==> config.mk <==
export PLATFORM = sky130hd
export DESIGN_NAME = mode_counter
export DESIGN_NICKNAME = d
export VERILOG_FILES = /design/src/rtl/mode_counter_pkg.sv /design/src/rtl/mode_counter_step.sv /design/src/rtl/mode_counter.sv
export SDC_FILE = /design/constraint.sdc
export NUM_CORES = 1
export LEC_CHECK = 0
export CAP_MARGIN = 10
export CORE_AREA = 3 3 40 42
export DETAILED_ROUTE_END_ITERATION = 8
export DIE_AREA = 0 0 43 45
export REMOVE_ABC_BUFFERS = 1
export SKIP_LAST_GASP = 1
export SYNTH_ARGS = -nofsm -noshare
export SYNTH_HDL_FRONTEND = slang
export SYNTH_SLANG_ARGS = --single-unit
==> constraint.sdc <==
create_clock -name clk -period 1.4 [get_ports clk]
set_input_delay 0.14 -clock clk [delete_from_list [all_inputs] [get_ports clk]]
set_output_delay 0.14 -clock clk [all_outputs]
set_load 0.05 [all_outputs]
==> src/rtl/mode_counter_pkg.sv <==
// Shared constants and types for the up/down mode counter.
package mode_counter_pkg;

  localparam int DEF_WIDTH = 4;

  typedef enum logic {
    DIR_UP   = 1'b0,
    DIR_DOWN = 1'b1
  } dir_e;

endpackage

==> src/rtl/mode_counter_step.sv <==
// Next-value logic: hold, increment or decrement with natural modulo-2^WIDTH wrap.
module mode_counter_step
  import mode_counter_pkg::*;
#(
  parameter int WIDTH = DEF_WIDTH
) (
  input  logic [WIDTH-1:0] cur,
  input  logic             enable,
  input  logic             sel,
  output logic [WIDTH-1:0] nxt
);

  localparam logic [WIDTH-1:0] ONE = WIDTH'(1);

  dir_e dir;
  assign dir = dir_e'(sel);

  // Wrap falls out of WIDTH-bit truncation in both directions.
  always_comb begin
    nxt = cur;
    if (enable) begin
      if (dir == DIR_DOWN) nxt = cur - ONE;
      else                 nxt = cur + ONE;
    end
  end

endmodule

==> src/rtl/mode_counter.sv <==
// Registered up/down counter with enable; synchronous active-low reset.
module mode_counter
  import mode_counter_pkg::*;
#(
  parameter int WIDTH = DEF_WIDTH
) (
  input  logic             clk,
  input  logic             rst,
  input  logic             enable,
  input  logic             sel,
  output logic [WIDTH-1:0] out
);

  logic [WIDTH-1:0] count;
  logic [WIDTH-1:0] count_nxt;

  mode_counter_step #(.WIDTH(WIDTH)) u_step (
    .cur    (count),
    .enable (enable),
    .sel    (sel),
    .nxt    (count_nxt)
  );

  // Reset wins over any step request at the same edge.
  always_ff @(posedge clk) begin
    if (!rst) count <= '0;
    else      count <= count_nxt;
  end

  assign out = count;

endmodule

; ---- Word-level counts from Yosys, hierarchy flattened
; Index checks and enable logic that the tools add are counted.
[totals]
input_bits = 4
ff_bits = 4
[classes]
add_sub_neg = 2
mux = 1
[op_table]
columns = op, count
row1 = 4-bit by 1-bit adder with 4-bit output (second input constant), 1
row2 = 4-bit two-way mux, 1
row3 = 4-bit by 1-bit subtractor with 4-bit output (second input constant), 1

; ---- Longest topological paths before layout
; Gate-level depths: netlist of the first run.
[logic_depth]
ltp_word = 2
depth_mapped = 5

; ---- Modules after synthesis
; A second synthesis of the first run with hierarchy kept.
[hier_totals]
hier_cells = 34
hier_area_um2 = 302.8
[modules_own_cells]
columns = module, area_each_um2, seq_area_each_um2, n_inst, cells_each
row1 = mode_counter_step, 197.7, 0.0, 1, 26
row2 = mode_counter, 105.1, 80.1, 1, 8

; ---- Least setup slack after synthesis of the first run
; Ideal clock, no wire load.
[synth_path]
path_type = register to register
from = register count[1], in the netlist out[1]
to = register count[3], in the netlist out[3]
t_required_ns = 1.328
arrival_time_ns = 1.677
path_stages_with_launch = 6
path_slack_ns = -0.349
cell_sequence = dfxtp_1 ha_1 a21o_1 a21oi_2 mux2i_1 mux2i_1
[synth_via]
elab_chain_cells = 2
[synth_rtl]
columns = element, line_no
row1 = start: declaration, mode_counter.sv:14  ; logic [WIDTH-1:0] count;
row2 = start signal: assignment, mode_counter.sv:27  ; else count <= count_nxt;
row3 = 4-bit by 1-bit adder with 4-bit output or 4-bit by 1-bit subtractor with 4-bit output (tied branches), "mode_counter_step.sv:23, mode_counter_step.sv:22"
row4 = 4-bit two-way mux *, mode_counter_step.sv:22  ; if (dir == DIR_DOWN) nxt = cur - ONE;
; Every way passes the cells marked *; elsewhere a longest branch is shown, timed or not.
; A chain may end at the register's enable or synchronous reset.

; ---- Final worst setup path of the first run
; Same ends and word-level chain as after synthesis.

==> impl_metrics.yaml, run 1 <==
outcome:
  outcome: "complete, no violations"
logic_synthesis:
  muxShareOfSynthArea_pct: 12.1
  synthAdderAreaFrac_pct: 18.2
  yosysUniqueCellTypes: 15
  netlist_instances: 26
  synth_top_family_by_area: "adder cells"
  syn_area_per_cell_um2: 9.53
  yosys.area_share.simple_pct: 13.6
  ys_warn_count: 0
  synth.cell_area_um2: 248
  ys_seq_area_share_pct: 32.3
  ys_seq_elements: 4
  synth_xor_area_share_pct: 7.07
  synth_compound_area_share_pct: 10.6
setup_path:
  rr_endpoint: "out[3]"
  ff2ff_path_depth: 5
  critical_path.max_fanout: 2
  path_class: "register to register"
  cp-start-kind: "register"
  cp-startpoint: "out[1]"
  cp_data_required_time_ns: 1.56
  cp.arrival_ns: 1.54
  endpoint_kind: "register"
  ff2ff_setup_slack_ns: 0.02
  reg2reg_from: "out[1]"
finish:
  fin_nets: 49
  area_delta_synth_final_pct: 75.8
  mostFrequentLayoutCell: "buf_4"
  diodes: 0
  largest_reg_flops: 4
  drive_above_1_share_pct: 40.0
  mostFrequentLayoutCells: "buf_4, nand2_1"
  final_core_util_pct: 33.9
clocking:
  clock-sinks: 4
  cts_made_buffers: 3
  clockBufferDepth: 2
  clkTransAtPathRegs_ns: 0.04
  clkLatencyLatePin_ns: 0.23
  cts-htree-levels: 1
  cts_root_buf: "clkbuf_4"
  cts_tree: "done"
power_and_ir_drop:
  total_power_uw: 498
  power_leakage_nw: 0.211
  powerDensity_mw_per_mm2: 1140
  power_frac_comb_pct: 43.1
  power_frac_seq_pct: 29.0
  ir_worst_vdd_v: 0.000398
  switchingPower_uw: 162
  switching_share_pct: 32.6
  internal_power_uw: 336
  p_clk_share_pct: 27.8
timing:
  fmax_mhz: 724
  min_period_ns: 1.38
  holdWs_ns: 0.472
  hold_viol_final: 0
  setup_viol: 0
  worst_pin_slew_ns: 0.254
  grt_setup_unrepaired: "true"
  period_share_pct: 98.7
  timing_max_transition_violations_final: 0
  clock_skew_ns: 0.000613
  slew_headroom_pct: 83.0
placement:
  gp_congestion: 0.705
  port_buffers: 7
  dpl.hpwl_um: 385
floorplan:
  num_io_pins: 8
  rows: 13
  fp.coreArea_mm2: 0.00128
  die_x_um: 43
  die_area_mm2: 0.00194
  start_util_pct: 19.3
  die_h_um: 45
grt:
  gr-total-overflow: 0
  grt_usage_pct: 5.84
  antenna_found_initial: 0
  grt_max_degree: 7
  grt_pass1_wl_um: 765
  grt_pass1_vias: 197
min_path:
  holdPathEnd: "out[3]"
  hold_depth: 2
  holdCritStartpoint: "out[3]"
  min_path_type: "register to register"
route:
  drc: 0
  ant_nets: 0
  wl_um: 500
  drtIter0Drc: 2
  vias_per_cell: 4.00
  routedWlPerCell_um: 9.09
  dr.pass1.iters: 2
  routed-via-count: 220
job:
  drv_cap: 0
## how the worst max path moves through the flow
stage	to	slack [ns]	cells past startpoint
2_1_floorplan	out[3]	-0.35	5
3_3_place_gp	out[3]	-0.32	6
3_5_place_dp	out[3]	-0.33	6
4_1_cts	out[3]	0.02	5
6_report	out[3]	0.02	5
5_1_grt	out[3]	-0.07	5
## metal layers
| metal | global-route usage, % | vias up | wire (um) |
|---|---|---|---|
| met3 | 2.39 | 0 | 18 |
| met5 | 0 | - | 0 |
| met2 | 7.78 | 5 | 253 |
| li1 | - | 113 | - |
| met1 | 6.31 | 102 | 227 |
| met4 | 7.23 | 0 | 0 |
## critical path: stages, from the launching register on
cell     delay (ns)
dfxtp_2        0.33
ha_4           0.23
a21o_1         0.18
a21oi_2        0.14
mux2i_1        0.23
mux2i_1        0.20
## logic make-up (layout without fill, tap and decap cells)
group / Yosys count / in the layout
xor gates and xnor gates: 2 / 2
muxes: 3 / 3
and+or+nand+nor: 7 / 7
adders and majority gates: 3 / 3
AOI/OAI and AO/OA: 3 / 3
DFF: 4 / 4
buffers and inverters: 4 / 18
## area by class of cell
type	count	area (um^2)
fillers	136	850
multi-input cells	18	168
repair buffers	12	134
flip-flops and latches	4	81.3
clock buffers	3	22.5
well taps	15	18.8
inverters	3	11.3
## power by group through the flow
stage | registers [mW] | clock network (mW) | logic, mW
after floorplan | 0.192 | 0 | 0.0641
after global placement | 0.144 | 0 | 0.209
after detailed placement | 0.144 | 0 | 0.213
after CTS | 0.143 | 0.150 | 0.213
after global routing | 0.146 | 0.157 | 0.230
final | 0.145 | 0.139 | 0.215
## what timing repair did
item,CTS,global route
cloned,0,0
buffers inserted,0,0
resized for setup,1,3
setup endpoints to repair,2,2
pin swaps,2,3
hold buffers,0,0
## cell usage after synthesis
cell      number  area [um^2]
a21o_1         1         7.51
a21oi_2        1         8.76
and2_1         1         6.26
clkbuf_1       1         3.75
dfxtp_1        4         80.1
fa_1           1         20.0
ha_1           2         25.0
inv_1          3         11.3
mux2i_1        3         30.0
nand2_1        4         15.0
nand2b_1       1         6.26
nor2b_1        1         6.26
o211a_1        1         10.0
xnor2_1        1         8.76
xor2_1         1         8.76
## metrics by stage
step	setup slack [ns]	instances	TNS, ns	instance area, um^2
global route	-0.0738	55	-0.0738	435
finish	0.0186	55	0	435
global placement	-0.324	52	-0.828	398
CTS	0.0158	55	0	419
detailed placement	-0.329	52	-0.885	398
floorplan	-0.349	25	-0.693	244
Power figures use the tool's default switching activity.
==> run 2: changes to the inputs <==
--- a/config.mk
+++ b/config.mk
@@ -5,10 +5,12 @@
 export SDC_FILE = /design/constraint.sdc
 export NUM_CORES = 1
 export LEC_CHECK = 0
+export ABC_AREA = 1
 export CAP_MARGIN = 10
 export CORE_AREA = 3 3 40 42
 export DETAILED_ROUTE_END_ITERATION = 8
 export DIE_AREA = 0 0 43 45
+export PLACE_DENSITY = 0.46
 export REMOVE_ABC_BUFFERS = 1
 export SKIP_LAST_GASP = 1
 export SYNTH_ARGS = -nofsm -noshare
==> run 2 against run 1 <==
Effect of this change:
- sequential cell count unchanged
- worst setup slack better by 0.15 ns
- area after synthesis up 3.0%
- via count up 21%
- combinational power down 20%
- total power down 8.4%
- critical endpoint is now out[2]
- largest power group unchanged
- sequential power down 6%
==> impl_metrics.yaml, run 2 <==
clocking:
  clockBufferDepth: 2
  cts_root_buf: "clkbuf_4"
  clkTransAtPathRegs_ns: 0.04
  clock-sinks: 4
  cts_tree: "done"
  clkLatencyLatePin_ns: 0.24
  hold_buffers: 0
  cts_made_buffers: 3
  cts-htree-levels: 1
logic_synthesis:
  synth_top_cell_area_share_pct: 31.4
  synth_flop_cell: "dfxtp_1"
  synth_compound_area_share_pct: 11.8
  ys_warn_count: 0
  synth.cell_area_um2: 255
  synth_top_cell_by_area: "dfxtp_1"
  ys_async_sr_fraction_pct: 0
  ys_seq_elements: 4
  synth_xor_area_share_pct: 3.43
  synthAdderAreaFrac_pct: 17.6
  synth_edf_count: 0
  syn_area_per_cell_um2: 6.90
  muxShareOfSynthArea_pct: 0
  yosysUniqueCellTypes: 11
  ys_top_cells_by_count: "inv_1, nand2_1, dfxtp_1"
  ys_seq_area_share_pct: 31.4
  yosys.area_share.simple_pct: 22.5
  netlist_instances: 37
  yosys-top-cells-area: "dfxtp_1, inv_1, nand2_1, ha_1, fa_1"
  synth_most_common_cell: "inv_1"
  synth_top_family_by_area: "simple AND/OR/NAND/NOR gates"
floorplan:
  fp.coreArea_mm2: 0.00128
  rows: 13
  die_x_um: 43
  start_util_pct: 19.9
  die_area_mm2: 0.00194
  die_h_um: 45
  num_io_pins: 8
setup_path:
  rr_endpoint: "out[2]"
  crit_path_frequent_cell: "inv_1"
  cpPeakStageDelay_ns: 0.37
  cp-start-kind: "register"
  cp_data_required_time_ns: 1.53
  path_class: "register to register"
  crit_chain: "inv_1 > fa_1 > xnor2_1 > o21ai_0 > inv_1"
  ff2ff_path_depth: 5
  cp.arrival_ns: 1.36
  ff2ff_setup_slack_ns: 0.17
  slowest_stage: "fa_1"
  critical_path.max_fanout: 4
  endpoint_kind: "register"
  reg2reg_from: "out[1]"
finish:
  ff_latch_area_um2: 80.1
  layout.cells.non_filler: 66
  diodes: 0
  multi_input_area_um2: 141
  area_delta_synth_final_pct: 65.7
  largest_reg_flops: 4
  mostFrequentLayoutCells: "inv_1, nand2_1, buf_4, dfxtp_1"
  fin_nets: 60
  drive_above_1_share_pct: 21.6
  design_area_um2: 423
  fillerInstances: 145
  mostFrequentLayoutCell: "inv_1"
placement:
  place_area_um2: 402
  place_inst: 63
  port_buffers: 7
  gp_congestion: 0.702
  dpl.hpwl_um: 462
route:
  ant_nets: 0
  drtIter0Drc: 6
  routed-via-count: 266
  routedWlPerCell_um: 8.53
  vias_per_cell: 4.03
  dr.pass1.iters: 4
  drc: 0
  wl_um: 563
timing:
  setup_viol: 0
  grt_setup_unrepaired: "false"
  slew_headroom_pct: 87.8
  min_period_ns: 1.23
  worst_pin_slew_ns: 0.182
  period_share_pct: 88.0
  fmax_mhz: 812
  timing_max_transition_violations_final: 0
  hold_viol_final: 0
  clock_skew_ns: 0.000895
power_and_ir_drop:
  ir_worst_vdd_v: 0.000277
  power_leakage_nw: 0.223
  internal_power_uw: 304
  switching_share_pct: 33.3
  power_frac_comb_pct: 38.0
  p_clk_share_pct: 32.1
  power_frac_seq_pct: 29.9
  powerDensity_mw_per_mm2: 1080
  switchingPower_uw: 152
job:
  drv_cap: 0
min_path:
  holdCritStartpoint: "rst"
  min_path_type: "input port to register"
  hold_depth: 3
  holdPathEnd: "out[1]"
grt:
  gr-total-overflow: 0
  antenna_found_initial: 0
  grt_pass1_wl_um: 938
  grt_usage_pct: 6.93
  grt_max_degree: 6
  grt_pass1_vias: 248
outcome:
  outcome: "complete, no violations"
-- run 2: cell families (layout without fill, tap and decap cells) --
| group | after synthesis | count (layout) |
|---|---|---|
| AND/OR/NAND/NOR | 14 | 14 |
| buffers and inverters | 9 | 23 |
| AO/OA/AOI/OAI | 6 | 6 |
| flip-flops | 4 | 4 |
| adder cells (fa/ha/maj) | 3 | 3 |
| XOR/XNOR | 1 | 1 |
-- run 2: critical path, delay by kind of cell (launching register included) --
kind | cells | cell delay (ns)
AOI/OAI and AO/OA | 1 | 0.15
DFF | 1 | 0.36
adders and majority gates | 1 | 0.37
buffers and inverters | 2 | 0.12
xor gates and xnor gates | 1 | 0.13
-- run 2: how the worst max path moves through the flow --
stage,startpoint,to,slack (ns),depth (start not counted)
after floorplan,out[0],out[2],-0.21,5
after global placement,sel,out[2],-0.26,6
after detailed placement,sel,out[2],-0.27,6
after CTS,out[1],out[2],0.16,5
after global routing,out[1],out[2],0.02,5
final,out[1],out[2],0.17,5
-- run 2: layer usage --
| metal | vias up | routed length, um | GRT usage [%] |
|---|---|---|---|
| li1 | 140 | - | - |
| met1 | 117 | 266 | 8.50 |
| met2 | 9 | 263 | 8.98 |
| met3 | 0 | 32 | 1.20 |
| met4 | 0 | 0 | 9.04 |
| met5 | - | 0 | 0 |
-- run 2: area by class of cell --
class                   count  area share, %
flip-flops and latches      4           18.9
multi-input cells          24           33.4
inverters                   9           7.99
well taps                  15           4.44
clock buffers               3           5.33
repair buffers             11           29.9
-- run 2: stage by stage --
stage	setup TNS, ns	utilization, %	hold WS [ns]	power (mW)	setup slack [ns]
final	0	32.9	0.513	0.457	0.168
after global routing	0	32.9	0.556	0.489	0.0229
after CTS	0	32.9	0.512	0.466	0.162
after detailed placement	-0.547	31.3	0.523	0.314	-0.267
after global placement	-0.527	31.3	0.518	0.312	-0.257
after floorplan	-0.404	-	0.229	0.232	-0.212
-- run 2: power by group through the flow --
stage                     sequential [mW]  clock, mW  combinational (mW)
after global routing                0.138      0.161               0.190
after detailed placement            0.138          0               0.176
after CTS                           0.136      0.155               0.175
after global placement              0.138          0               0.174
after floorplan                     0.175          0              0.0570
final                               0.137      0.147               0.173
-- run 2: repair_timing --
| action | in CTS | in global routing |
|---|---|---|
| endpoints found under the hold margin | 0 | 0 |
| setup endpoints to repair | 1 | 0 |
| resized for setup | 1 | 0 |
| setup buffers | 0 | 0 |
